--- config.mk ---
export PLATFORM = sky130hd
export DESIGN_NAME = spike_scheduler
export DESIGN_NICKNAME = d
export VERILOG_FILES = /design/src/rtl/spike_scheduler_pkg.sv /design/src/rtl/spike_scheduler_prio_enc.sv /design/src/rtl/spike_scheduler.sv
export SDC_FILE = /design/constraint.sdc
export NUM_CORES = 1
export LEC_CHECK = 0
export ABC_AREA = 1
export CORE_UTILIZATION = 40
export DETAILED_ROUTE_END_ITERATION = 8
export PLACE_DENSITY_LB_ADDON = 0.1
export SLEW_MARGIN = 10
export SYNTH_ARGS = -nofsm -noshare
export SYNTH_HDL_FRONTEND = slang
export SYNTH_SLANG_ARGS = --single-unit
--- constraint.sdc ---
create_clock -name clk -period 2.9 [get_ports clk]
set_input_delay 0.58 -clock clk [delete_from_list [all_inputs] [get_ports clk]]
set_output_delay 0.58 -clock clk [all_outputs]
set_load 0.005 [all_outputs]
--- src/rtl/spike_scheduler_pkg.sv ---
// Shared neuron definitions: default requester geometry and scheduler FSM encoding.
package spike_scheduler_pkg;

   localparam int NUM_REQ_DEF = 16;
   localparam int IDX_W_DEF   = 4;
   localparam int CNT_W_DEF   = 8;

   typedef enum logic {
      ST_IDLE = 1'b0,
      ST_SEND = 1'b1
   } sched_state_e;

endpackage

--- src/rtl/spike_scheduler_prio_enc.sv ---
// Parameterized priority encoder: reports the index of the highest set input bit.
module spike_scheduler_prio_enc #(
   parameter int IN_DSIZE  = 16,
   parameter int OUT_DSIZE = 4
) (
   input  logic [IN_DSIZE-1:0]  data_i,
   output logic [OUT_DSIZE-1:0] idx_o,
   output logic                 valid_o
);

   // NOTE: every output gets a default before the loop so no latch is inferred.
   always_comb begin
      idx_o   = '0;
      valid_o = 1'b0;
      for (int i = 0; i < IN_DSIZE; i++) begin
         if (data_i[i]) begin
            idx_o   = OUT_DSIZE'(i);
            valid_o = 1'b1;
         end
      end
   end

endmodule

--- src/rtl/spike_scheduler.sv ---
// Round-robin spike scheduler: collects per-neuron spikes, grants one per packet,
// and counts cycles in which a still-pending spike was overwritten.
module spike_scheduler
   import spike_scheduler_pkg::*;
#(
   parameter int NUM_REQ = NUM_REQ_DEF,
   parameter int IDX_W   = IDX_W_DEF,
   parameter int CNT_W   = CNT_W_DEF
) (
   input  logic               clk,
   input  logic               rst_n,
   input  logic [NUM_REQ-1:0] spike_i,
   input  logic               enable_i,
   input  logic               flush_i,
   input  logic               pkt_ready_i,
   output logic               pkt_valid_o,
   output logic [IDX_W-1:0]   pkt_idx_o,
   output logic               busy_o,
   output logic [CNT_W-1:0]   drop_cnt_o
);

   sched_state_e       state_q, state_d;
   logic [NUM_REQ-1:0] pending_q, pending_d;
   logic [IDX_W-1:0]   last_idx_q, last_idx_d;
   logic [IDX_W-1:0]   pkt_idx_q, pkt_idx_d;
   logic               pkt_valid_q, pkt_valid_d;
   logic [CNT_W-1:0]   drop_cnt_q, drop_cnt_d;

   logic [NUM_REQ-1:0] lower_mask, masked, clr_mask;
   logic [IDX_W-1:0]   m_idx, u_idx, winner;
   logic               m_valid, u_valid;
   logic               grant, drop;

   // Round-robin pointer: only requesters strictly below the last winner are preferred.
   always_comb begin
      for (int i = 0; i < NUM_REQ; i++) begin
         lower_mask[i] = (IDX_W'(i) < last_idx_q);
      end
      masked = pending_q & lower_mask;
   end

   spike_scheduler_prio_enc #(.IN_DSIZE(NUM_REQ), .OUT_DSIZE(IDX_W)) u_enc_masked (
      .data_i  (masked),
      .idx_o   (m_idx),
      .valid_o (m_valid)
   );

   spike_scheduler_prio_enc #(.IN_DSIZE(NUM_REQ), .OUT_DSIZE(IDX_W)) u_enc_unmasked (
      .data_i  (pending_q),
      .idx_o   (u_idx),
      .valid_o (u_valid)
   );

   assign winner = m_valid ? m_idx : u_idx;

   always_comb begin
      state_d     = state_q;
      pkt_valid_d = pkt_valid_q;
      pkt_idx_d   = pkt_idx_q;
      grant       = 1'b0;

      case (state_q)
         ST_IDLE: begin
            if (enable_i && u_valid) begin
               grant       = 1'b1;
               pkt_idx_d   = winner;
               pkt_valid_d = 1'b1;
               state_d     = ST_SEND;
            end
         end
         ST_SEND: begin
            if (pkt_valid_q && pkt_ready_i) begin
               if (enable_i && u_valid) begin
                  grant     = 1'b1;
                  pkt_idx_d = winner;
               end else begin
                  pkt_valid_d = 1'b0;
                  state_d     = ST_IDLE;
               end
            end
         end
         default: state_d = ST_IDLE;
      endcase

      for (int i = 0; i < NUM_REQ; i++) begin
         clr_mask[i] = grant && (winner == IDX_W'(i));
      end

      // A spike on the bit granted this cycle simply re-arms it; only a surviving bit counts as a drop.
      drop       = !flush_i && |(spike_i & pending_q & ~clr_mask);
      pending_d  = flush_i ? '0 : ((pending_q & ~clr_mask) | spike_i);
      last_idx_d = grant ? winner : last_idx_q;
      drop_cnt_d = (drop && (drop_cnt_q != '1)) ? drop_cnt_q + 1'b1 : drop_cnt_q;
   end

   // NOTE: sequential state uses non-blocking assignments so all flops update together.
   always_ff @(posedge clk or negedge rst_n) begin
      if (!rst_n) begin
         state_q     <= ST_IDLE;
         pending_q   <= '0;
         last_idx_q  <= IDX_W'(NUM_REQ - 1);
         pkt_idx_q   <= '0;
         pkt_valid_q <= 1'b0;
         drop_cnt_q  <= '0;
      end else begin
         state_q     <= state_d;
         pending_q   <= pending_d;
         last_idx_q  <= last_idx_d;
         pkt_idx_q   <= pkt_idx_d;
         pkt_valid_q <= pkt_valid_d;
         drop_cnt_q  <= drop_cnt_d;
      end
   end

   assign pkt_valid_o = pkt_valid_q;
   assign pkt_idx_o   = pkt_idx_q;
   assign busy_o      = pkt_valid_q || (|pending_q);
   assign drop_cnt_o  = drop_cnt_q;

endmodule

==> key figures, run 1 <==
Final layout
  • Cell area after layout: 0.00303 mm2
  • Fin cells: 461
  • Area Growth Syn to Fin: 28.9%
  • Most frequent cells in the layout: 100 x nand2_1, 45 x inv_1, 34 x clkdlybuf4s50_1
  • FILL cells: 564
  • NumNets Final: 410
  • Layout Utilization: 54.4%
  • Layout cells sized above 1: 19.8%
  • Most common cell after layout, fill and taps aside: nand2_1
  • Number of diodes: 0

Detailed routing
  • Post-route ant nets: 0
  • Total Wirelength: 6.17 mm
  • Initial DRC Count: 142
  • DR WL/cell: 13.4 um
  • Drt pass-1 iters: 4
  • Via count: 2280
  • Vias per inst: 4.95
  • DRC viols: 0

Placed design
  • Number of buffers added on ports: 34
  • Gpl congestion: 0.838
  • Dpl ws: 0.0617 ns
  • Placed cells: 445
  • Post-DP Area: 0.00280 mm2
  • HPWL after DPL: 4.63 mm

Pwr
  • Power Density: 442 mW/mm2
  • Leakage: 1.54 nW
  • Total Power: 1.34 mW
  • Peak VDD IR: 0.300 mV

Worst setup path
  • Critical Path AT: 2.28 ns
  • CP Launch Point: pending_q[6]
  • Startpoint Class: flip-flop
  • Critical Path Stages: 6
  • Critical Path Fanout Max: 4
  • Slowest cell on crit path: or4_1
  • CP delay by family, top: simple AND/OR/NAND/NOR gates
  • CP cell instances: inv_2, nand2_1, nor3_1, nand3_1, or4_1, clkdlybuf4s50_1
  • Crit end category: primary output
  • FF-to-FF path depth: 19
  • Bufs and invs on worst path: 2
  • Crit Path Category: reg2out
  • R2R Path Start: last_idx_q[1]
  • Slowest stage delay, CP: 0.51 ns
  • R2R Setup Slk: 0.11 ns
  • WP data required: 2.32 ns

Timing
  • Hold WS: 0.486 ns
  • Slew @ Worst Pin: 0.442 ns
  • Max Freq: 350 MHz
  • Fin crit share: 98.6%
  • Final worst slack: 0.0415 ns
  • Clock Skew: 0.0110 ns
  • Slew Limit Fails: 0
  • Final hold vios: 0
  • Unrepaired setup endpoints after global routing: yes
  • TNS Setup: 0 ns
  • Setup violators final: 0
  • Max-slew headroom: 70.5%
  • Crit path time final: 2.86 ns

Die
  • Initial core utilization: 42.2%
  • Chip Height: 78.7 um
  • Die ar.: 0.00619 mm2
  • Total core area: 0.00557 mm2
  • Die X: 78.7 um
  • # IOs: 35
  • Row count: 27

Min path
  • Hold path cells: 2
  • Min-Delay Path Class: reg2reg
  • Hold Crit Start: pkt_idx_o[2]

GRT
  • GR Layer Usage met3: 3.22%
  • GRT overflow: 0
  • GR Util All Layers: 21.3%
  • GRT met1 Usage: 31.2%
  • First-pass GRT wire length: 10.1 mm
  • Initial antenna violation count: 0
  • Met2 usage: 32.3%
  • GR peak layer: met2
  • Vias in the first global route: 2051
  • Largest net degree at the start of global routing: 35

Synth
  • Synth area leaders: dfrtp_1 32%, nand2_1 17%, inv_1 7.2%, nand4_1 4.8%, dfstp_2 4.5%
  • Register area share after synthesis: 36.4%
  • Syn Area/Cell: 6.96 um2
  • Synth Cell Area: 0.00235 mm2
  • Syn Nets: 360
  • Share of the synthesized area in the top cell type: 31.9%
  • Syn. warnings: 0
  • Synth unique cells: 37
  • Post-synth top area cell: dfrtp_1
  • Post-Syn Instances: 338
  • Flops & latches, synth: 34

Clocking
  • Hold_buf cts: 0
  • Skew-Pair Late Insertion Delay: 0.29 ns
  • Clk sinks: 34
  • CTS Root Cell: clkbuf_8
  • TritonCTS clock tree: built
  • CTS Buf Count: 5
  • Clock slew seen by the registers of the worst setup and hold paths: 0.08 ns
  • H-Tree Depth: 2
  • CTS Buffer Depth: 2

Run
  • MaxCap Viol Count: 0

Run status
  • Status: complete, no violations
[kinds of logic (layout without fill, tap and decap cells)]
| family | count (synthesis) | count (layout) | share of synthesized area [%] |
|---|---|---|---|
| AO/OA/AOI/OAI | 38 | 38 | 9.78 |
| adder cells (fa/ha/maj) | 1 | 1 | 0.532 |
| AND/OR/NAND/NOR | 200 | 201 | 41.4 |
| XOR/XNOR | 6 | 6 | 2.23 |
| flip-flops | 34 | 34 | 36.4 |
| buffers and inverters | 59 | 109 | 9.73 |
[power by group]
part | total, mW | switching (mW) | internal [mW]
Sequential | 0.584 | 0.0628 | 0.521
Combinational | 0.383 | 0.198 | 0.185
Clock | 0.375 | 0.184 | 0.191
[final timing paths]
path                                  to
max                               busy_o
max reg2reg                drop_cnt_o[3]
min in group asynchronous   pending_q[7]
max in group asynchronous  last_idx_q[0]
min reg2reg                 pkt_idx_o[2]
min                         pkt_idx_o[2]
[worst min-delay path, stage by stage (launching register included)]
cell and delay (ns):
dfrtp_1 0.35, nand2_1 0.05, nand2_1 0.06
[cells in the mapped netlist]
cell / count
nand2_2: 9
nand2_1: 108
dfrtp_1: 30
a21oi_1: 20
o21ai_1: 3
nor2_1: 23
xor2_1: 5
inv_1: 45
o21ai_2: 1
dfstp_2: 4
nor2_2: 4
nor3b_1: 1
nand3_4: 1
nor2_4: 3
o21ai_0: 6
nor4_1: 1
or2_2: 1
o211ai_1: 3
buf_1: 1
a21oi_2: 1
ha_1: 1
nor3_1: 4
clkinv_1: 3
inv_2: 8
or4_1: 1
nand4_1: 18
nor3_4: 1
o211ai_2: 3
nor3_2: 1
nand3_2: 4
xnor2_1: 1
clkbuf_1: 1
and2_4: 1
buf_6: 1
o21bai_1: 1
nand2_4: 3
nand3_1: 16
[flip-flops by register name, summed over array words and instances (netlist names)]
register,flops
pkt_valid_o,1
drop_cnt_o,8
state_q,1
pending_q,16
last_idx_q,4
pkt_idx_o,4
[metal layers]
layer,part of all wire [%],routed length [um]
met5,0,0
met4,0.92,57
met3,3.3,202
met2,46,2810
met1,50,3100
[cell type report]
cell class | instances | area [um2] | share of cell area (%)
timing repair buffer | 45 | 427 | 14.1
inverter | 56 | 215 | 7.10
tap | 72 | 90.1 | 2.97
clock buffer | 6 | 82.6 | 2.72
clock inverter | 2 | 12.5 | 0.413
sequential | 34 | 856 | 28.2
multi-input combinational | 246 | 1350 | 44.5
[timing repair]
action | in CTS | in global routing
endpoints found under the setup margin | 0 | 9
buffers inserted | 0 | 7
gates resized for setup | 0 | 22
No activity file was read; power rests on OpenSTA's default activity.
==> inputs of run 2 (changes only) <==
Settings changed: TNS_END_PERCENT set to 30.
==> run 2 against run 1 <==
Critical path depth is the same. Sequential share of layout area did not move. Flip-flop and latch count stayed put. Sequential power about the same. Hold slack barely moved. Utilization did not move. Critical path type unchanged. Critical endpoint unchanged. Largest power group unchanged. Highest routed layer unchanged.
==> key figures, run 2 (synthesis results as in run 1) <==
Min path
  • Min-Delay Path Class: reg2reg

Final layout
  • NumNets Final: 410
  • Area of the multi-input gates: 0.00135 mm2
  • Top reg by flops: pending_q
  • Area Growth Syn to Fin: 28.9%
  • Max reg flops: 16
  • Layout cells sized above 1: 19.8%
  • Layout Utilization: 54.4%
  • Seq. cell area: 856 um2
  • Number of diodes: 0
  • Cell area after layout: 0.00303 mm2
  • Most frequent cells in the layout: 100 x nand2_1, 45 x inv_1, 34 x clkdlybuf4s50_1
  • FILL cells: 564
  • Most common cell after layout, fill and taps aside: nand2_1

Timing
  • Hold WS: 0.486 ns
  • Final hold vios: 0
  • Max-slew headroom: 70.5%
  • Slew Limit Fails: 0
  • Setup violators final: 0
  • Max Freq: 351 MHz
  • Fin crit share: 98.1%
  • Clock Skew: 0.00981 ns
  • Slew @ Worst Pin: 0.443 ns
  • TNS Setup: 0 ns
  • Crit path time final: 2.85 ns
  • Unrepaired setup endpoints after global routing: yes

GRT
  • Largest net degree at the start of global routing: 35
  • GR Util All Layers: 21.3%
  • Vias in the first global route: 2051
  • GRT overflow: 0
  • Initial antenna violation count: 0
  • First-pass GRT wire length: 10.1 mm

Worst setup path
  • Critical Path AT: 2.27 ns
  • Startpoint Class: flip-flop
  • Crit end category: primary output
  • R2R Setup Slk: 0.11 ns
  • Critical Path Fanout Max: 4
  • Crit Path Category: reg2out
  • WP data required: 2.32 ns

Die
  • Total core area: 0.00557 mm2
  • Die X: 78.7 um
  • Row count: 27
  • # IOs: 35
  • Die ar.: 0.00619 mm2
  • Chip Height: 78.7 um
  • Initial core utilization: 42.2%

Pwr
  • Leakage: 1.54 nW
  • Peak VDD IR: 0.300 mV
  • Power Density: 442 mW/mm2

Clocking
  • Clock slew seen by the registers of the worst setup and hold paths: 0.08 ns
  • CTS Root Cell: clkbuf_8
  • CTS Buffer Depth: 2
  • Clk sinks: 34
  • CTS Buf Count: 5
  • Skew-Pair Late Insertion Delay: 0.29 ns
  • H-Tree Depth: 2
  • Hold_buf cts: 0
  • TritonCTS clock tree: built

Placed design
  • Post-DP Area: 0.00280 mm2
  • Gpl congestion: 0.838
  • Number of buffers added on ports: 34
  • HPWL after DPL: 4.63 mm

Detailed routing
  • Total Wirelength: 6.15 mm
  • Via count: 2293
  • Vias per inst: 4.97
  • Drt pass-1 iters: 4
  • Post-route ant nets: 0
  • DR WL/cell: 13.3 um
  • Initial DRC Count: 166
  • DRC viols: 0

Run status
  • Status: complete, no violations

Run
  • MaxCap Viol Count: 0
[run 2: cell counts in the layout (fill, tap and decap cells not counted)]
No cell type changed its count.
[run 2: layer usage]
metal	vias up	GRT usage [%]	wire [um]
li1	1184	-	-
met3	6	3.22	205
met5	-	0	0
met1	1061	31.2	3070
met2	42	32.3	2820
met4	0	6.30	57
[run 2: area by class of cell]
class | count | share of cell area [%]
Clock buffer | 6 | 2.72
Clock inverter | 2 | 0.413
Tap cell | 72 | 2.97
Multi-Input combinational cell | 246 | 44.5
Timing Repair Buffer | 45 | 14.1
Inverter | 56 | 7.10
Sequential cell | 34 | 28.2
[run 2: worst paths after layout]
| path | start | endpoint | depth (start not counted) |
|---|---|---|---|
| min in group asynchronous | rst_n | pending_q[7] | 2 |
| worst min register to register | pkt_idx_o[2] | pkt_idx_o[2] | 2 |
| worst max register to register | last_idx_q[1] | drop_cnt_o[3] | 19 |
| worst min-delay path | pkt_idx_o[2] | pkt_idx_o[2] | 2 |
| max in group asynchronous | rst_n | last_idx_q[0] | 2 |
| worst max-delay path | pending_q[6] | busy_o | 6 |
[run 2: critical path, stage by stage (launching register included)]
cell and delay [ns]:
dfrtp_1 0.45, inv_2 0.08, nand2_1 0.06, nor3_1 0.27, nand3_1 0.14, or4_1 0.51, clkdlybuf4s50_1 0.47
[run 2: report_power, final]
group	switching, mW	leakage, nW	internal (mW)	total (mW)
Clock	0.183	0.0472	0.191	0.374
Sequential	0.0626	0.426	0.521	0.583
Combinational	0.198	1.07	0.186	0.383
[run 2: what timing repair did]
| action | 4_1_cts | 5_1_grt |
|---|---|---|
| gates resized for setup | 0 | 22 |
| hold endpoints to repair | 0 | 0 |
| setup endpoints to repair | 0 | 9 |
| setup buffers | 0 | 7 |
[run 2: metrics by stage]
| step | instances | worst slack, ns | total power, mW |
|---|---|---|---|
| after floorplan | 338 | 0.506 | 0.786 |
| after global placement | 445 | 0.0553 | 0.947 |
| after detailed placement | 445 | 0.0617 | 0.947 |
| after CTS | 453 | 0.0484 | 1.33 |
| after global routing | 461 | -0.150 | 1.43 |
| final | 461 | 0.0546 | 1.34 |
==> inputs of run 3 (changes only) <==
Settings changed: GPL_TIMING_DRIVEN set to 0.
==> run 3 against run 2 <==
Critical path depth unchanged. Design area up 2.3%. Flip-flop and latch count is the same. Register-to-register slack worse by 0.03 ns. Routed wire length is 0.47% lower. Die area did not move. First-iteration DRC count fell by 2.4%. Utilization grew 1.3 points. Highest routed layer unchanged.
==> key figures, run 3 (synthesis results as in run 1) <==
Detailed routing
  • Drt pass-1 iters: 4
  • Via count: 2295
  • Initial DRC Count: 162
  • DR WL/cell: 13.2 um
  • Total Wirelength: 6.12 mm
  • Post-route ant nets: 0
  • Vias per inst: 4.94
  • DRC viols: 0

Clocking
  • Skew-Pair Late Insertion Delay: 0.29 ns
  • Clock slew seen by the registers of the worst setup and hold paths: 0.08 ns
  • TritonCTS clock tree: built
  • H-Tree Depth: 2
  • CTS Buffer Depth: 2
  • CTS Root Cell: clkbuf_8
  • CTS Buf Count: 5
  • Clk sinks: 34
  • Hold_buf cts: 0

Final layout
  • NumNets Final: 414
  • Max reg flops: 16
  • Most common cell after layout, fill and taps aside: nand2_1
  • Area Growth Syn to Fin: 31.8%
  • Top reg by flops: pending_q
  • Number of diodes: 0
  • Layout cells sized above 1: 21.4%
  • Cell area after layout: 0.00310 mm2
  • Fin cells: 465
  • Most frequent cells in the layout: 99 x nand2_1, 44 x inv_1, 32 x clkdlybuf4s50_1

Placed design
  • Dpl ws: 0.0504 ns
  • HPWL after DPL: 4.58 mm
  • Gpl congestion: 0.818
  • Post-DP Area: 0.00280 mm2
  • Placed cells: 444
  • Number of buffers added on ports: 33

Pwr
  • Leakage: 1.58 nW
  • Clk pwr share: 27.1%
  • Switching Share: 34.3%
  • Peak VDD IR: 0.323 mV
  • Net load switching power: 0.457 mW
  • Pint: 0.876 mW
  • Part of the power in registers: 43.6%
  • Logic pwr share: 29.3%
  • Power Density: 430 mW/mm2

Worst setup path
  • Crit end category: primary output
  • Crit Path Category: reg2out
  • WP data required: 2.32 ns
  • Startpoint Class: flip-flop
  • Critical Path AT: 2.27 ns
  • Critical Path Fanout Max: 4
  • R2R Setup Slk: 0.08 ns

Die
  • Total core area: 0.00557 mm2
  • Die X: 78.7 um
  • Die ar.: 0.00619 mm2
  • # IOs: 35
  • Initial core utilization: 42.2%
  • Chip Height: 78.7 um
  • Row count: 27

Timing
  • Unrepaired setup endpoints after global routing: yes
  • Final hold vios: 0
  • Hold WS: 0.236 ns
  • Crit path time final: 2.85 ns
  • TNS Setup: 0 ns
  • Max Freq: 351 MHz
  • Slew Limit Fails: 0
  • Slew @ Worst Pin: 0.567 ns
  • Max-slew headroom: 62.2%
  • Fin crit share: 98.2%
  • Clock Skew: 0.00698 ns
  • Final worst slack: 0.0519 ns
  • Setup violators final: 0

GRT
  • First-pass GRT wire length: 9.88 mm
  • Initial antenna violation count: 0
  • GRT overflow: 0
  • Largest net degree at the start of global routing: 19
  • GR Util All Layers: 20.7%
  • Vias in the first global route: 2054

Run status
  • Status: complete, no violations

Run
  • MaxCap Viol Count: 0

Min path
  • Min-Delay Path Class: in2async
run 3: cell types whose count changed in the layout (fill, tap and decap cells not counted), sizes merged:
| cell | before | now |
|---|---|---|
| buf | 11 | 15 |
| clkbuf | 6 | 7 |
| nand2 | 121 | 122 |
| clkinvlp | 1 | 0 |
| inv | 53 | 54 |
| clkdlybuf4s50 | 34 | 32 |
run 3: final cells by class:
type	count	area [um2]
inverters	56	215
clock buffers	6	72.6
plain buffers	3	18.8
clock inverters	2	13.8
flip-flops and latches	34	856
fillers	540	2470
well taps	72	90.1
repair buffers	45	435
multi-input cells	247	1400
run 3: layer usage:
metal	GRT usage, %	wire length, um
met1	30.0	2990
met2	32.0	2790
met3	3.45	301
met4	5.37	41
met5	0	0
run 3: what timing repair did:
action                     4_1_cts  5_1_grt
resized for setup                0       30
setup endpoints to repair        0        9
buffers inserted                 0       11
run 3: power by group through the flow:
stage	Clock, mW	Combinational, mW	Sequential (mW)
2_1_floorplan	0	0.210	0.577
3_3_place_gp	0	0.349	0.585
3_5_place_dp	0	0.355	0.585
4_1_cts	0.370	0.358	0.576
5_1_grt	0.391	0.440	0.590
6_report	0.361	0.391	0.581
run 3: path summary, 6_finish.rpt:
| path | endpoint | cells past startpoint | startpoint |
|---|---|---|---|
| worst max-delay path | busy_o | 6 | pending_q[6] |
| worst min-delay path | pkt_idx_o[3] | 1 | rst_n |
| worst max register to register | drop_cnt_o[6] | 20 | last_idx_q[3] |
| worst min register to register | pkt_idx_o[2] | 2 | pkt_idx_o[2] |
| max in group asynchronous | pending_q[3] | 2 | rst_n |
| min in group clk | pkt_idx_o[2] | 2 | pkt_idx_o[2] |
run 3: per-stage QoR:
stage               power, mW  util (%)
floorplan               0.786         -
global placement        0.934      49.8
detailed placement      0.940      50.2
CTS                      1.30      51.7
global route             1.42      55.7
finish                   1.33      55.7
run 3: worst max-delay path, stage by stage, from the launching register on:
cell and delay [ns]:
dfrtp_1 0.45, inv_2 0.08, nand2_1 0.07, nor3_1 0.27, nand3_1 0.14, or4_1 0.51
clkdlybuf4s50_1 0.46
